--- src/rtl/tuple_stream_fifo_pkg.sv ---
// Shared sizing helpers for the tuple stream FIFO.
// Stored word layout is {flag, data}; the flag sits just above the data.
package tuple_stream_fifo_pkg;

    function automatic int packed_width(input int width);
        return width + 1;
    endfunction

    function automatic int flag_bit(input int width);
        return width;
    endfunction

    function automatic int cnt_width(input int depth);
        return $clog2(depth + 1);
    endfunction

endpackage

--- src/rtl/tuple_stream_fifo_mem.sv ---
// Register array with one write port and one asynchronous read port.
// Contents are not reset; the owner gates reads while nothing is stored.
module tuple_fifo_mem #(
    parameter int WORD  = 6,
    parameter int DEPTH = 4,
    parameter int AW    = $clog2(DEPTH)
) (
    input  logic            clk,
    input  logic            we,
    input  logic [AW-1:0]   waddr,
    input  logic [WORD-1:0] wdata,
    input  logic [AW-1:0]   raddr,
    output logic [WORD-1:0] rdata
);

    logic [WORD-1:0] mem [DEPTH];

    always_ff @(posedge clk) begin
        if (we) mem[waddr] <= wdata;
    end

    assign rdata = mem[raddr];

endmodule

--- src/rtl/tuple_stream_fifo.sv ---
// DEPTH-entry FIFO of (data, end-of-packet) tuples with valid/ready on both sides.
// Also reports occupancy and how many buffered entries close a packet.
module tuple_stream_fifo
    import tuple_stream_fifo_pkg::*;
#(
    parameter int WIDTH = 5,
    parameter int DEPTH = 4
) (
    input  logic                          CLK,
    input  logic                          ASYNCRESET,
    input  logic [WIDTH-1:0]              I__0,
    input  logic                          I__1,
    input  logic                          I_valid,
    output logic                          I_ready,
    output logic [WIDTH-1:0]              O__0,
    output logic                          O__1,
    output logic                          O_valid,
    input  logic                          O_ready,
    output logic [$clog2(DEPTH+1)-1:0]    count,
    output logic [$clog2(DEPTH+1)-1:0]    pkt_count
);

    localparam int PW       = packed_width(WIDTH);
    localparam int FLAG_BIT = flag_bit(WIDTH);
    localparam int AW       = $clog2(DEPTH);
    localparam int CW       = cnt_width(DEPTH);

    logic [AW-1:0] wr_ptr;
    logic [AW-1:0] rd_ptr;
    logic [CW-1:0] count_q;
    logic [CW-1:0] pkt_q;
    logic [PW-1:0] wr_word;
    logic [PW-1:0] rd_word;
    logic          push;
    logic          pop;
    logic          head_flag;

    function automatic logic [PW-1:0] pack_word(
        input logic             flag,
        input logic [WIDTH-1:0] data
    );
        return {flag, data};
    endfunction

    assign I_ready   = (count_q != CW'(DEPTH));
    assign O_valid   = (count_q != '0);
    assign push      = I_valid & I_ready;
    assign pop       = O_valid & O_ready;
    assign wr_word   = pack_word(I__1, I__0);
    assign head_flag = rd_word[FLAG_BIT];

    tuple_fifo_mem #(
        .WORD  (PW),
        .DEPTH (DEPTH),
        .AW    (AW)
    ) u_mem (
        .clk   (CLK),
        .we    (push),
        .waddr (wr_ptr),
        .wdata (wr_word),
        .raddr (rd_ptr),
        .rdata (rd_word)
    );

    always_ff @(posedge CLK or posedge ASYNCRESET) begin
        if (ASYNCRESET) begin
            wr_ptr  <= '0;
            rd_ptr  <= '0;
            count_q <= '0;
            pkt_q   <= '0;
        end else begin
            if (push) wr_ptr <= wr_ptr + 1'b1;
            if (pop)  rd_ptr <= rd_ptr + 1'b1;
            count_q <= count_q + CW'(push) - CW'(pop);
            pkt_q   <= pkt_q + CW'(push & I__1) - CW'(pop & head_flag);
        end
    end

    // Stale memory is never visible while the FIFO is empty.
    assign O__0      = O_valid ? rd_word[WIDTH-1:0] : '0;
    assign O__1      = O_valid ? head_flag : 1'b0;
    assign count     = count_q;
    assign pkt_count = pkt_q;

endmodule

--- config.mk ---
export PLATFORM = sky130hd
export DESIGN_NAME = tuple_stream_fifo
export DESIGN_NICKNAME = d
export VERILOG_FILES = /design/src/rtl/tuple_stream_fifo_pkg.sv /design/src/rtl/tuple_stream_fifo_mem.sv /design/src/rtl/tuple_stream_fifo.sv
export SDC_FILE = /design/constraint.sdc
export NUM_CORES = 1
export LEC_CHECK = 0
export CORE_MARGIN = 2
export CORE_UTILIZATION = 45
export CTS_CLUSTER_SIZE = 10
export DETAILED_ROUTE_END_ITERATION = 16
export GPL_TIMING_DRIVEN = 0
export PLACE_DENSITY = 0.72
export REMOVE_ABC_BUFFERS = 1
export SLEW_MARGIN = 25
export SYNTH_ARGS = -nofsm -noshare
export SYNTH_HDL_FRONTEND = slang
export SYNTH_HIERARCHICAL = 1
export SYNTH_SLANG_ARGS = --single-unit
--- constraint.sdc ---
create_clock -name CLK -period 2.2 [get_ports CLK]
set_input_delay 0.55 -clock CLK [delete_from_list [all_inputs] [get_ports CLK]]
set_output_delay 0.55 -clock CLK [all_outputs]
set_load 0.05 [all_outputs]
==> results.md, run 1 <==
- Max cap viols: 0
- Vias per cell: 4.98
- Die H: 61.5 um
- Max incr delay on CP: about 0.46 ns
- Clock Path Buffers: 2
- DR top layer: met4
- Fmax: 427 MHz
- Post-synth ARST share: about 29%
- RSZ-0062 raised after global routing: true
- Setup TNS: -0.869 ns
- GRT Resource Usage Total: around 16%
- First-pass GRT wire length: approximately 4.2 mm
- Slew Limit Fails: 0
- Gate count after technology mapping: 90
- Synth Flop Type: edfxtp_1
- R2R cell count: 10
- Hold Buf Count CTS: 0
- Most frequent cell after synthesis: edfxtp_1
- Post-layout nets: 152
- Yosys warning count: 6
- Critical Path RT: 1.65 ns
- DP HPWL: approximately 1.8 mm
- CP delay by family, top: flip-flops
- Kind of critical path: reg2out
- Worst reg2reg startpoint: rd_ptr[0]$_DFFE_PP0N_
- Critical path peak fanout: 6
- Run status: finished with violations
- Worst path cell trace: buf_4, buf_4, mux4_2, nor2b_1, buf_6
- Syn-to-layout area delta: 45.2%
- CTS Root Cell: clkbuf_4
- Period utilisation layout: 106%
- DIE WIDTH: 61.5 um
- Largest net degree at the start of global routing: 12
- R2R Path End: pkt_count[2]$_DFF_PP0_
- Initial Util: 47.9%
- Post-route DRC violation count: 0
- M1 WL: approximately 1.1 mm
- Drt wl/cell: approximately 16 um
- Worst skew pair latency: 0.34 ns
- Gp weighted congestion: between 0.7 and 0.8
- Synth top area share: 48.5%
- Via Count: 901
- Met3 Wirelength: 116 um
- Top cells by area, synth: edfxtp_1 (48%), dfrtp_1 (17%), mux4_2 (9.1%)
- Initial antenna violation count: 0
- Leading area contributor after synthesis: edfxtp_1
- Design Area, Final: 0.00216 mm2
- Reg2reg setup slack: -0.14 ns
- Ant. Diodes: 0
- CTS sink cnt: 34
- Final setup fails: 8
- #FFs+latches synth: 34
- Slew @ Worst Pin: 0.543 ns
- Routed Antenna Nets: 0
- H-tree Lvls: 2
- DRT Wirelength: between 2 and 3 mm
- IO Port Bufs: 23
- CP most frequent cell: buf_4
- Final worst path period need: 2.34 ns
- Top Ports: 24
- WL met2: 1.61 mm
- TritonCTS clock tree: yes
- Critical Path AT: ~1.8 ns
- Pre-Repair DR Iteration Count: 4
- Cell Rows: 20
- Mapped Area: approximately 0.0015 mm2
- Number of global-route vias before repair: 915
- Core ar.: between 0.003 and 0.004 mm2
- DP Worst Slack: -0.689 ns
- Clk_skew: 0.0101 ns
- DR iter-0 viols: 22
- Placed Area: 0.00176 mm2
- Rel. slew slack: 63.7%
- Violated checks: setup timing
- Final hold violations: 0
- Final setup margin: -0.141 ns
- Worst-path clk slew: about 0.10 ns
- WHS: 0.482 ns
- Post-synth EDFFs: 24
- WP buf/inv: 3
- Crit. End Element: output port
- Cts bufs inserted: 5
- Avg Inst Size Synth: 16.5 um2
- Slowest-stage cell, CP: dfrtp_2
- Share of cells above drive strength 1: 46.7%
- Die area: 0.00378 mm2
- Worst hold path class: in2async
- Netlist cell types: 24
- Sequential share of the synthesized area: 65.3%
- Synth top cells by count: edfxtp_1 (24), dfrtp_1 (10), inv_1 (9)
- GR Overflow Total: 0
- CP Launch Type: flop
## registers in the layout (all words and copies together), names as in the netlist
register / flops
pkt_count: 3
count: 3
rd_ptr: 2
wr_ptr: 2
u_mem/mem: 24
## how the worst max path moves through the flow
stage,to,cells past startpoint,slack (ns),start
global placement,pkt_count[2]$_DFF_PP0_,9,-0.58,count[1]$_DFF_PP0_
detailed placement,pkt_count[2]$_DFF_PP0_,9,-0.69,count[1]$_DFF_PP0_
floorplan,pkt_count[2]$_DFF_PP0_,9,-0.57,count[2]$_DFF_PP0_
global route,pkt_count[2]$_DFF_PP0_,10,-0.24,rd_ptr[0]$_DFFE_PP0N_
CTS,O__1,3,-0.19,rd_ptr[0]$_DFFE_PP0N_
finish,O__0[0],5,-0.14,rd_ptr[0]$_DFFE_PP0N_
## layout by cell type, fill, tap and decap left out, types with 2 or more instances in the layout
| cell type | synthesis | routed |
|---|---|---|
| ha_1 | 4 | 2 |
| and3b_1 | 3 | 3 |
| inv_2 | 0 | 3 |
| ha_4 | 0 | 2 |
| nor2b_1 | 8 | 4 |
| edfxtp_1 | 24 | 24 |
| dlymetal6s2s_1 | 0 | 3 |
| dfrtp_1 | 10 | 6 |
| buf_8 | 0 | 3 |
| buf_6 | 1 | 6 |
| buf_4 | 0 | 14 |
| clkdlybuf4s50_1 | 0 | 12 |
| bufinv_16 | 0 | 2 |
| mux4_2 | 6 | 6 |
| inv_1 | 9 | 6 |
| dfrtp_2 | 0 | 4 |
| nor2b_4 | 0 | 4 |
| nand2_2 | 0 | 2 |
| clkbuf_4 | 0 | 5 |
| a211o_1 | 2 | 2 |
| xnor2_2 | 0 | 2 |
| nor4bb_1 | 2 | 2 |
| xnor2_1 | 6 | 4 |
| fa_2 | 0 | 2 |
## per-layer routing
layer	track usage, %	vias up
li1	-	424
met1	19.3	452
met2	27.4	19
met3	5.88	6
met4	7.29	0
met5	0	-
## through the flow
step	utilization (%)	instances
final	69.6	181
after global routing	69.6	181
after global placement	56.6	155
after CTS	64.5	175
after detailed placement	56.6	155
after floorplan	-	88
## worst register-to-register path: stages (launching register included)
cell	delay, ns
dfrtp_2	0.46
mux4_2	0.55
nand2_2	0.10
nor2_4	0.04
ha_4	0.22
inv_2	0.06
ha_4	0.12
inv_2	0.04
fa_2	0.36
xnor2_2	0.15
xnor2_1	0.13
## cell type report
| class | instances | area, um2 |
|---|---|---|
| timing repair buffer | 41 | 405 |
| sequential | 34 | 976 |
| multi-input combinational | 45 | 577 |
| clock buffer | 6 | 51.3 |
| tap | 44 | 55.1 |
| clock inverter | 2 | 60.1 |
| fill | 222 | 945 |
| inverter | 9 | 33.8 |
## timing repair
item	in CTS	in global routing
pin swaps	6	6
gates resized for setup	54	37
endpoints found under the setup margin	22	20
setup buffers	12	6
## cells by family after synthesis
| group | count (synthesis) | synth area share [%] |
|---|---|---|
| buffers and inverters | 11 | 3.37 |
| adder cells (fa/ha/maj) | 6 | 6.06 |
| AND/OR/NAND/NOR | 22 | 9.85 |
| AO/OA/AOI/OAI | 5 | 2.78 |
| multiplexers | 6 | 9.09 |
| XOR/XNOR | 6 | 3.54 |
| flip-flops | 34 | 65.3 |
Power of run 1 is not shown: default switching activity piles up to over one toggle a cycle in this logic, so the estimate is an artifact.
==> run 2, diff against run 1 <==
--- a/config.mk
+++ b/config.mk
@@ -9,7 +9,6 @@
 export CORE_UTILIZATION = 45
 export CTS_CLUSTER_SIZE = 10
 export DETAILED_ROUTE_END_ITERATION = 16
-export GPL_TIMING_DRIVEN = 0
 export PLACE_DENSITY = 0.72
 export REMOVE_ABC_BUFFERS = 1
 export SLEW_MARGIN = 25
==> constraint.sdc (replaced) <==
create_clock -name CLK -period 2.2 [get_ports CLK]
set_input_delay 0.44 -clock CLK [delete_from_list [all_inputs] [get_ports CLK]]
set_output_delay 0.44 -clock CLK [all_outputs]
set_load 0.05 [all_outputs]
==> run 2 against run 1 <==
Net effect: the run still ends with setup timing left; wire length unchanged; clock skew is 0.0054 ns lower; worst setup slack better by 0.082 ns; core utilization down 3.2 points; global-route usage increased by 1.4 points; final cell count is 1.1% lower; via count up 0.44%; register-to-register slack improved by 0.08 ns; maximum frequency increased by 3.6%; non-clock buffer count shrank 2; clock-buffer cell count is 1 higher; die area is the same; critical path type is now reg2reg; largest cell class unchanged.
==> results.md, run 2 (synthesized netlist as in run 1, its figures left out) <==
- Run status: finished with violations
- Violated checks: setup timing
- Slowest-stage cell, CP: mux4_2
- Worst hold path class: in2async
- Die area: 0.00378 mm2
- Syn-to-layout area delta: 38.5%
- Vias per cell: 5.06
- DP HPWL: 2.06 mm
- Most common cell after layout, fill and taps aside: edfxtp_1
- Via Count: 905
- Final hold violations: 0
- Fmax: 443 MHz
- Gp weighted congestion: 0.697
- Number of global-route vias before repair: 914
- FF/Latch Area: 972 um2
- First-pass GRT wire length: 4.45 mm
- Critical Path RT: around 2.4 ns
- Critical path peak fanout: 2
- Drt wl/cell: 16.3 um
- Post-route DRC violation count: 0
- Initial Util: 47.9%
- TritonCTS clock tree: yes
- Commonest non-fill, non-tap cells in the layout: edfxtp_1 (24), buf_4 (17), clkdlybuf4s50_1 (14), dfrtp_1 (9)
- Routed Antenna Nets: 0
- Largest net degree at the start of global routing: 11
- Cell Rows: 20
- Final worst path period need: 2.26 ns
- Max incr delay on CP: between 0.5 and 0.6 ns
- Clock Path Buffers: 2
- RSZ-0062 raised after global routing: true
- Worst reg2reg startpoint: rd_ptr[0]$_DFFE_PP0N_
- Crit. End Element: flop
- Pre-Repair DR Iteration Count: 4
- Worst-path clk slew: 0.10 ns
- Core ar.: 0.00310 mm2
- Slew @ Worst Pin: between 0.5 and 0.6 ns
- GR Overflow Total: 0
- H-tree Lvls: 2
- Reg2reg setup slack: -0.06 ns
- Cts bufs inserted: 5
- Post-layout nets: 150
- Critical Path AT: 2.49 ns
- Final setup fails: 1
- Top reg by flops: u_mem/mem
- WHS: 0.387 ns
- IO Port Bufs: 23
- Worst path cell trace: mux4_2, nand2_2, nor2_4, ha_4, inv_2, ha_4, inv_2, fa_2, xnor2_2, xnor2_1
- Final setup margin: -0.0594 ns
- Kind of critical path: reg2reg
- DRT Wirelength: roughly 2.9 mm
- Area of the multi-input gates: 567 um2
- Max cap viols: 0
- Clk_skew: 0.00464 ns
- R2R Path End: pkt_count[2]$_DFF_PP0_
- CTS Root Cell: clkbuf_4
- Share of cells above drive strength 1: between 40% and 50%
- Hold Buf Count CTS: 0
- CP Launch Type: flop
- R2R cell count: 10
- Top Ports: 24
- Period utilisation layout: 103%
- Max FFs per register: 24
- Die H: 61.5 um
- Slew Limit Fails: 0
- GRT Resource Usage Total: 17.8%
- DP Worst Slack: -0.203 ns
- DIE WIDTH: 61.5 um
- Worst skew pair latency: ~0.34 ns
- Post-layout util: between 60 and 70%
- DR iter-0 viols: 26
- Ant. Diodes: 0
- CTS sink cnt: 34
- Initial antenna violation count: 0
- Fillers: 242
- Rel. slew slack: 66.4%
==> run 2: cell types whose count changed in the layout (fill, tap and decap cells not counted), moves of 2 or more <==
cell | previous run | this run
buf_4 | 14 | 17
buf_8 | 3 | 0
dfrtp_1 | 6 | 9
dfrtp_2 | 4 | 1
dlymetal6s2s_1 | 3 | 0
clkbuf_1 | 0 | 2
clkdlybuf4s50_1 | 12 | 14
==> run 2: worst max-delay path by stage <==
stage,from,endpoint,slack [ns],cells after the start
after global placement,O_ready,pkt_count[2]$_DFF_PP0_,-0.16,10
after floorplan,count[2]$_DFF_PP0_,pkt_count[2]$_DFF_PP0_,-0.57,9
after detailed placement,O_ready,count[2]$_DFF_PP0_,-0.20,10
after CTS,rd_ptr[0]$_DFFE_PP0N_,pkt_count[2]$_DFF_PP0_,-0.11,10
after global routing,rd_ptr[0]$_DFFE_PP0N_,pkt_count[2]$_DFF_PP0_,-0.12,10
final,rd_ptr[0]$_DFFE_PP0N_,pkt_count[2]$_DFF_PP0_,-0.06,10
==> run 2: stage by stage <==
stage,cells,setup TNS [ns],area [um2]
after global routing,179,-0.378,2060
after CTS,174,-0.408,1900
after global placement,166,-0.344,1820
final,179,-0.0594,2060
after detailed placement,166,-0.470,1820
after floorplan,88,-3.57,1470
==> run 2: routing by layer <==
layer	wire (um)	part of all wire [%]	GRT usage [%]
met1	1180	40	20.4
met2	1550	53	29.9
met3	126	4.3	5.25
met4	61	2.1	10.0
met5	0	0	0
==> run 2: worst max-delay path, delay by kind of cell (launching register included) <==
family | cells | cell delay (ns)
adders and majority gates | 3 | 0.69
muxes | 1 | 0.55
DFF | 1 | 0.42
xor gates and xnor gates | 2 | 0.26
and+or+nand+nor | 2 | 0.15
buffers and inverters | 2 | 0.09
==> run 2: final cells by class <==
type	count	area share [%]
flip-flops and latches	34	47.2
repair buffers	39	17.3
clock inverters	1	1.46
multi-input cells	45	27.5
inverters	9	1.64
well taps	44	2.67
clock buffers	7	2.19
==> run 2: timing repair <==
action	CTS	global route
resized for setup	3	30
setup endpoints to repair	8	8
pin swaps	2	8
setup buffers	0	5
cloned	0	0
Power of run 2 is left out for the same reason.
